<file path="src/rtl/serial_subtractor_if.sv">
`default_nettype none
// ============================================================================
// Module      : serial_subtractor_if
// Description : Operation handshake and data bundle for serial_subtractor.
//               master drives the request (start, x, y, bin) and observes the
//               status/result; slave is the subtractor side.
//   start  request a new operation
//   x, y   minuend / subtrahend (WIDTH bits)
//   bin    borrow in
//   busy   operation in progress
//   done   one-cycle pulse, result valid
//   d      difference (WIDTH bits)
//   b      borrow out
//   zero   difference is zero
// Revision    : 1.0 - initial release
// ============================================================================
interface serial_subtractor_if #(
  parameter int WIDTH = 8
);
  logic             start;
  logic [WIDTH-1:0] x;
  logic [WIDTH-1:0] y;
  logic             bin;
  logic             busy;
  logic             done;
  logic [WIDTH-1:0] d;
  logic             b;
  logic             zero;

  modport master (
    output start, x, y, bin,
    input  busy, done, d, b, zero
  );

  modport slave (
    input  start, x, y, bin,
    output busy, done, d, b, zero
  );
endinterface
`default_nettype wire

</file>
<file path="src/rtl/serial_subtractor.sv">
`default_nettype none
// ============================================================================
// Module      : serial_subtractor
// Description : Multi-cycle WIDTH-bit subtractor, d = x - y - bin (mod 2^WIDTH)
//               computed STEP bits per clock, LSB first, through a registered
//               borrow. One operation takes WIDTH/STEP RUN cycles followed by
//               a single DONE cycle.
//   clk    clock, rising edge
//   reset  asynchronous active-high reset
//   bus    serial_subtractor_if.slave: start/x/y/bin in,
//          busy/done/d/b/zero out (all outputs registered or state decodes)
// Revision    : 1.0 - initial release
// ============================================================================
module serial_subtractor #(
  parameter int WIDTH = 8,
  parameter int STEP  = 1
) (
  input  wire logic            clk,
  input  wire logic            reset,
  serial_subtractor_if.slave   bus
);

  localparam int C_N  = WIDTH / STEP;
  localparam int C_CW = $clog2(C_N + 1);
  localparam logic [C_CW-1:0] C_LAST = C_CW'(C_N - 1);
  localparam logic [C_CW-1:0] C_ONE  = C_CW'(1);

  localparam logic [1:0] C_IDLE = 2'd0;
  localparam logic [1:0] C_RUN  = 2'd1;
  localparam logic [1:0] C_DONE = 2'd2;

  logic [1:0]       r_state;
  logic [1:0]       w_state_next;
  logic [WIDTH-1:0] r_xs;
  logic [WIDTH-1:0] r_ys;
  logic [WIDTH-1:0] r_acc;
  logic [WIDTH-1:0] r_d;
  logic             r_br;
  logic             r_b;
  logic             r_zero;
  logic [C_CW-1:0]  r_cnt;

  logic [STEP:0]    w_diff;
  logic [WIDTH-1:0] w_acc_next;
  logic             w_last;
  logic             w_accept;
  logic             w_busy;
  logic             w_done;

  // One slice of the borrow chain: STEP+1 bit result, MSB is the borrow out.
  assign w_diff = {1'b0, r_xs[STEP-1:0]} - {1'b0, r_ys[STEP-1:0]}
                - {{STEP{1'b0}}, r_br};

  // New slice enters at the top; after N steps the first slice sits at bit 0.
  assign w_acc_next = (r_acc >> STEP)
                    | (WIDTH'(w_diff[STEP-1:0]) << (WIDTH - STEP));

  assign w_last   = (r_cnt == C_LAST);
  assign w_accept = bus.start && ((r_state == C_IDLE) || (r_state == C_DONE));

  // State register
  always_ff @(posedge clk or posedge reset) begin
    if (reset) begin
      r_state <= C_IDLE;
    end else begin
      r_state <= w_state_next;
    end
  end

  // Next-state logic
  always_comb begin
    w_state_next = r_state;
    case (r_state)
      C_IDLE:  w_state_next = bus.start ? C_RUN : C_IDLE;
      C_RUN:   w_state_next = w_last ? C_DONE : C_RUN;
      C_DONE:  w_state_next = bus.start ? C_RUN : C_IDLE;
      default: w_state_next = C_IDLE;
    endcase
  end

  // Output decode
  always_comb begin
    w_busy = 1'b0;
    w_done = 1'b0;
    case (r_state)
      C_RUN:   w_busy = 1'b1;
      C_DONE:  w_done = 1'b1;
      default: begin
        w_busy = 1'b0;
        w_done = 1'b0;
      end
    endcase
  end

  // Datapath: operand shifters, borrow, partial difference and result regs.
  // Result registers are written only on the final RUN edge so they hold
  // the previous answer through IDLE and the next RUN.
  always_ff @(posedge clk or posedge reset) begin
    if (reset) begin
      r_xs   <= '0;
      r_ys   <= '0;
      r_acc  <= '0;
      r_br   <= 1'b0;
      r_cnt  <= '0;
      r_d    <= '0;
      r_b    <= 1'b0;
      r_zero <= 1'b0;
    end else if (w_accept) begin
      r_xs  <= bus.x;
      r_ys  <= bus.y;
      r_br  <= bus.bin;
      r_cnt <= '0;
      r_acc <= '0;
    end else if (r_state == C_RUN) begin
      r_xs  <= r_xs >> STEP;
      r_ys  <= r_ys >> STEP;
      r_acc <= w_acc_next;
      r_br  <= w_diff[STEP];
      r_cnt <= r_cnt + C_ONE;
      if (w_last) begin
        r_d    <= w_acc_next;
        r_b    <= w_diff[STEP];
        r_zero <= (w_acc_next == '0);
      end
    end
  end

  assign bus.busy = w_busy;
  assign bus.done = w_done;
  assign bus.d    = r_d;
  assign bus.b    = r_b;
  assign bus.zero = r_zero;

endmodule
`default_nettype wire

</file>
<file path="src/flat_wrapper.sv">
// flat-port wrapper written by rule: the top's interface ports become plain ports
module serial_subtractor_flat 
#(
  parameter int WIDTH = 8,
  parameter int STEP  = 1
)
  (clk, reset, bus_start, bus_x, bus_y, bus_bin, bus_busy, bus_done, bus_d, bus_b, bus_zero);
  serial_subtractor_if #(.WIDTH(WIDTH)) bus_i ();
  input  wire logic clk;
  input  wire logic reset;
  input wire logic [$bits(bus_i.start)-1:0] bus_start;
  input wire logic [$bits(bus_i.x)-1:0] bus_x;
  input wire logic [$bits(bus_i.y)-1:0] bus_y;
  input wire logic [$bits(bus_i.bin)-1:0] bus_bin;
  output wire logic [$bits(bus_i.busy)-1:0] bus_busy;
  output wire logic [$bits(bus_i.done)-1:0] bus_done;
  output wire logic [$bits(bus_i.d)-1:0] bus_d;
  output wire logic [$bits(bus_i.b)-1:0] bus_b;
  output wire logic [$bits(bus_i.zero)-1:0] bus_zero;
  assign bus_i.start = bus_start;
  assign bus_i.x = bus_x;
  assign bus_i.y = bus_y;
  assign bus_i.bin = bus_bin;
  assign bus_busy = bus_i.busy;
  assign bus_done = bus_i.done;
  assign bus_d = bus_i.d;
  assign bus_b = bus_i.b;
  assign bus_zero = bus_i.zero;
  serial_subtractor #(.WIDTH(WIDTH), .STEP(STEP)) u_core (.clk(clk), .reset(reset), .bus(bus_i));
endmodule
</file>
<file path="config.mk">
export PLATFORM = sky130hd
export DESIGN_NAME = serial_subtractor_flat
export DESIGN_NICKNAME = d
export VERILOG_FILES = /design/src/rtl/serial_subtractor_if.sv /design/src/rtl/serial_subtractor.sv /design/src/flat_wrapper.sv
export SDC_FILE = /design/constraint.sdc
export NUM_CORES = 1
export LEC_CHECK = 0
export CORE_MARGIN = 2
export CORE_UTILIZATION = 48
export CTS_CLUSTER_DIAMETER = 200
export DETAILED_ROUTE_END_ITERATION = 8
export MAX_ROUTING_LAYER = met4
export PLACE_DENSITY = 0.76
export SKIP_CTS_REPAIR_TIMING = 1
export SLEW_MARGIN = 40
export SYNTH_ARGS = -nofsm -noshare
export SYNTH_HDL_FRONTEND = slang
export SYNTH_SLANG_ARGS = --single-unit
export TNS_END_PERCENT = 5
</file>
<file path="constraint.sdc">
create_clock -name clk -period 2 [get_ports clk]
set_input_delay 0.4 -clock clk [delete_from_list [all_inputs] [get_ports clk]]
set_output_delay 0.4 -clock clk [all_outputs]
set_load 0.1 [all_outputs]
</file>
==> qor.txt <==
==================================================================================
Run status                                                            finished clean
Most frequent cells after synthesis                                   dfrtp_1 (40), nand2_1 (17), nand3_1 (15)
Cell accounting for the most synthesized area                              dfrtp_1
Synthesis-stage register bit count                                              40
Area growth syn-to-layout                                                   21.94%
Core area                                                                 3363 um2
Cells taking the most area after synthesis                            dfrtp_1 (59%), a22oi_1 (6.2%), mux2_1 (5.3%)
CTS tree                                                                      done
Worst endpoint required time                                               1.60 ns
Top-count cell post-synth                                                  dfrtp_1
Fin crit share                                                              0.9570
Number of remaining DRC errors                                                   0
Startpoint Class                                                          register
Remaining number of nets flagged by the antenna check after routing              0
Highest Clock Rate                                                       522.5 MHz
Count of port buffers added during placement                                    31
Critical path fanouts, max                                                      28
Vias per cell                                                                5.486
Total grt overflow                                                               0
Crit. End Element                                                     primary output
Rows                                                                            21
Total routed wirelength                                                    3223 um
Worst slew margin                                                           0.5603
Via total after detailed routing                                              1196
Cell at the root of the clock tree                                        clkbuf_4
Starting utilization of the core area                                       0.5071
N_diodes                                                                         0
Layout cells sized above 1                                                  0.1686
H-tree depth                                                                     2
Number of DRC markers in iteration 0                                            66
All-Layer GR Usage                                                          0.1857
Signal arrival time at the worst endpoint                                  1.51 ns
Fin crit period                                                           1.914 ns
Number of fillers in the final layout                                          314
Path class of the lowest-slack min-delay path                         input port to async pin
Die area                                                                  4046 um2
Skew final                                                             0.005805 ns
Die Span X                                                                63.61 um
Half-perimeter wire length after placement                                 2157 um
Fraction of registers with async set or reset after synthesis                1.000
TritonCTS buffer count                                                           5
Die span in y                                                             63.61 um
Wire length of the first global-routing pass                               5623 um
Number of endpoints failing setup at the final stage                             0
Critical path start-end classification                                register to primary output
Commonest register cell after synthesis                                    dfrtp_1
Worst-path clk slew                                                        0.12 ns
Cell area after technology mapping                                        1705 um2
Maximum number of pins on one net before global-route repair                    41
Antenna violations before repair                                                 0
Sink count of the clock tree                                                    40
Number of enable-type register cells in the synthesized netlist                  0
Layout Nets                                                                    193
Vias in the first global route                                                1241
Unrepaired setup endpoints after global routing                              false
Unique cell type count in the Yosys netlist                                     29
Clk buf depth                                                                    2
Summed negative setup slack over all endpoints                                0 ns
Post-synthesis sequential area ratio                                        0.5869
Slew at the pin closest to its max-slew limit                            0.6596 ns
Gate count of the mapped netlist                                               139
Synthesis Warnings                                                               0
Max-slew violation count                                                         0
Max Cap Viol                                                                     0
Area fraction of the dominant cell type after synthesis                     0.5869
Clk Latency, worst-skew pair                                               0.34 ns
Final weighted congestion in routability-driven placement                   0.7669
First-pass detailed-route iteration total                                        4
Post-synthesis net count                                                       161
Syn Area/Cell                                                            12.27 um2
Average detailed-routed wire length per instance                          14.78 um
Final number of hold-violating endpoints                                         0
Number of top-level pins                                                        32
==================================================================================
-- registers in the layout, indices dropped and copies added, names as in the netlist --
register,cells
u_core.bus.d,8
u_core.r_xs,8
u_core.r_ys,8
u_core.r_acc,7
u_core.r_cnt,4
u_core.r_state,2
u_core.bus.b,1
u_core.bus.zero,1
u_core.r_br,1
-- layer usage --
| metal | GRT usage | part of all wire | up-vias |
|---|---|---|---|
| met5 | - | 0 | - |
| met4 | 0.08967 | 0.014 | 0 |
| met3 | 0.04464 | 0.057 | 5 |
| met2 | 0.2934 | 0.49 | 42 |
| met1 | 0.2238 | 0.44 | 583 |
| li1 | - | - | 566 |
-- cell families after synthesis --
group           after synthesis  synth area share
buf+inv                      13           0.05429
mux                          12           0.07704
simple gates                 44            0.1328
compound gates               28            0.1299
fa+ha+maj                     2           0.01907
flops                        40            0.5869
-- worst paths after layout --
kind,from,to,slack [ns],depth (start not counted)
min,reset,u_core.bus.d[1]$_DFFE_PP0P_,0.47,3
min reg2reg,u_core.bus.d[6]$_DFFE_PP0P_,u_core.bus.d[6]$_DFFE_PP0P_,0.50,1
max,u_core.r_state[1]$_DFF_PP0_,bus_busy,0.09,3
max reg2reg,u_core.r_br$_DFFE_PP0P_,u_core.bus.zero$_DFFE_PP0P_,0.48,3
min in group clk,u_core.bus.d[6]$_DFFE_PP0P_,u_core.bus.d[6]$_DFFE_PP0P_,0.50,1
max in group asynchronous,reset,u_core.r_ys[0]$_DFFE_PP0P_,1.19,3
-- per-stage QoR --
step	cell area, um2	hold WS, ns	utilization	worst slack, ns	std cells
floorplan	1708	0.4662	-	0.4029	139
global placement	2018	0.4681	0.6001	0.3465	210
detailed placement	2018	0.4775	0.6001	0.3208	210
CTS	2079	0.4780	0.6183	0.07926	218
global route	2079	0.5174	0.6183	0.007083	218
finish	2079	0.4683	0.6183	0.08604	218
-- layout make-up --
cell class	count	area, um2	share of cell area
well taps	46	57.56	0.02768
flip-flops and latches	40	1001	0.4813
inverters	4	17.52	0.008424
multi-input cells	86	614.3	0.2954
clock buffers	6	51.30	0.02467
clock inverters	2	10.01	0.004813
repair buffers	34	327.8	0.1576
-- worst max-delay path, stage by stage (launching register included) --
cell      delay, ns
dfrtp_1        0.39
nand2b_1       0.25
inv_4          0.30
buf_12         0.22
-- layout by cell type, fill, tap and decap left out, types with 3 or more instances in the layout --
cell and instances:
buf_4 13, clkbuf_4 5, inv_1 3, dfrtp_1 40, a22o_1 10, a22oi_1 14
mux2_1 8, mux2i_1 3, nand2_1 17, clkdlybuf4s50_1 19, nand3_1 15
Power is not shown: default switching activity piles up to over one toggle a cycle in this logic, so the estimate is an artifact.
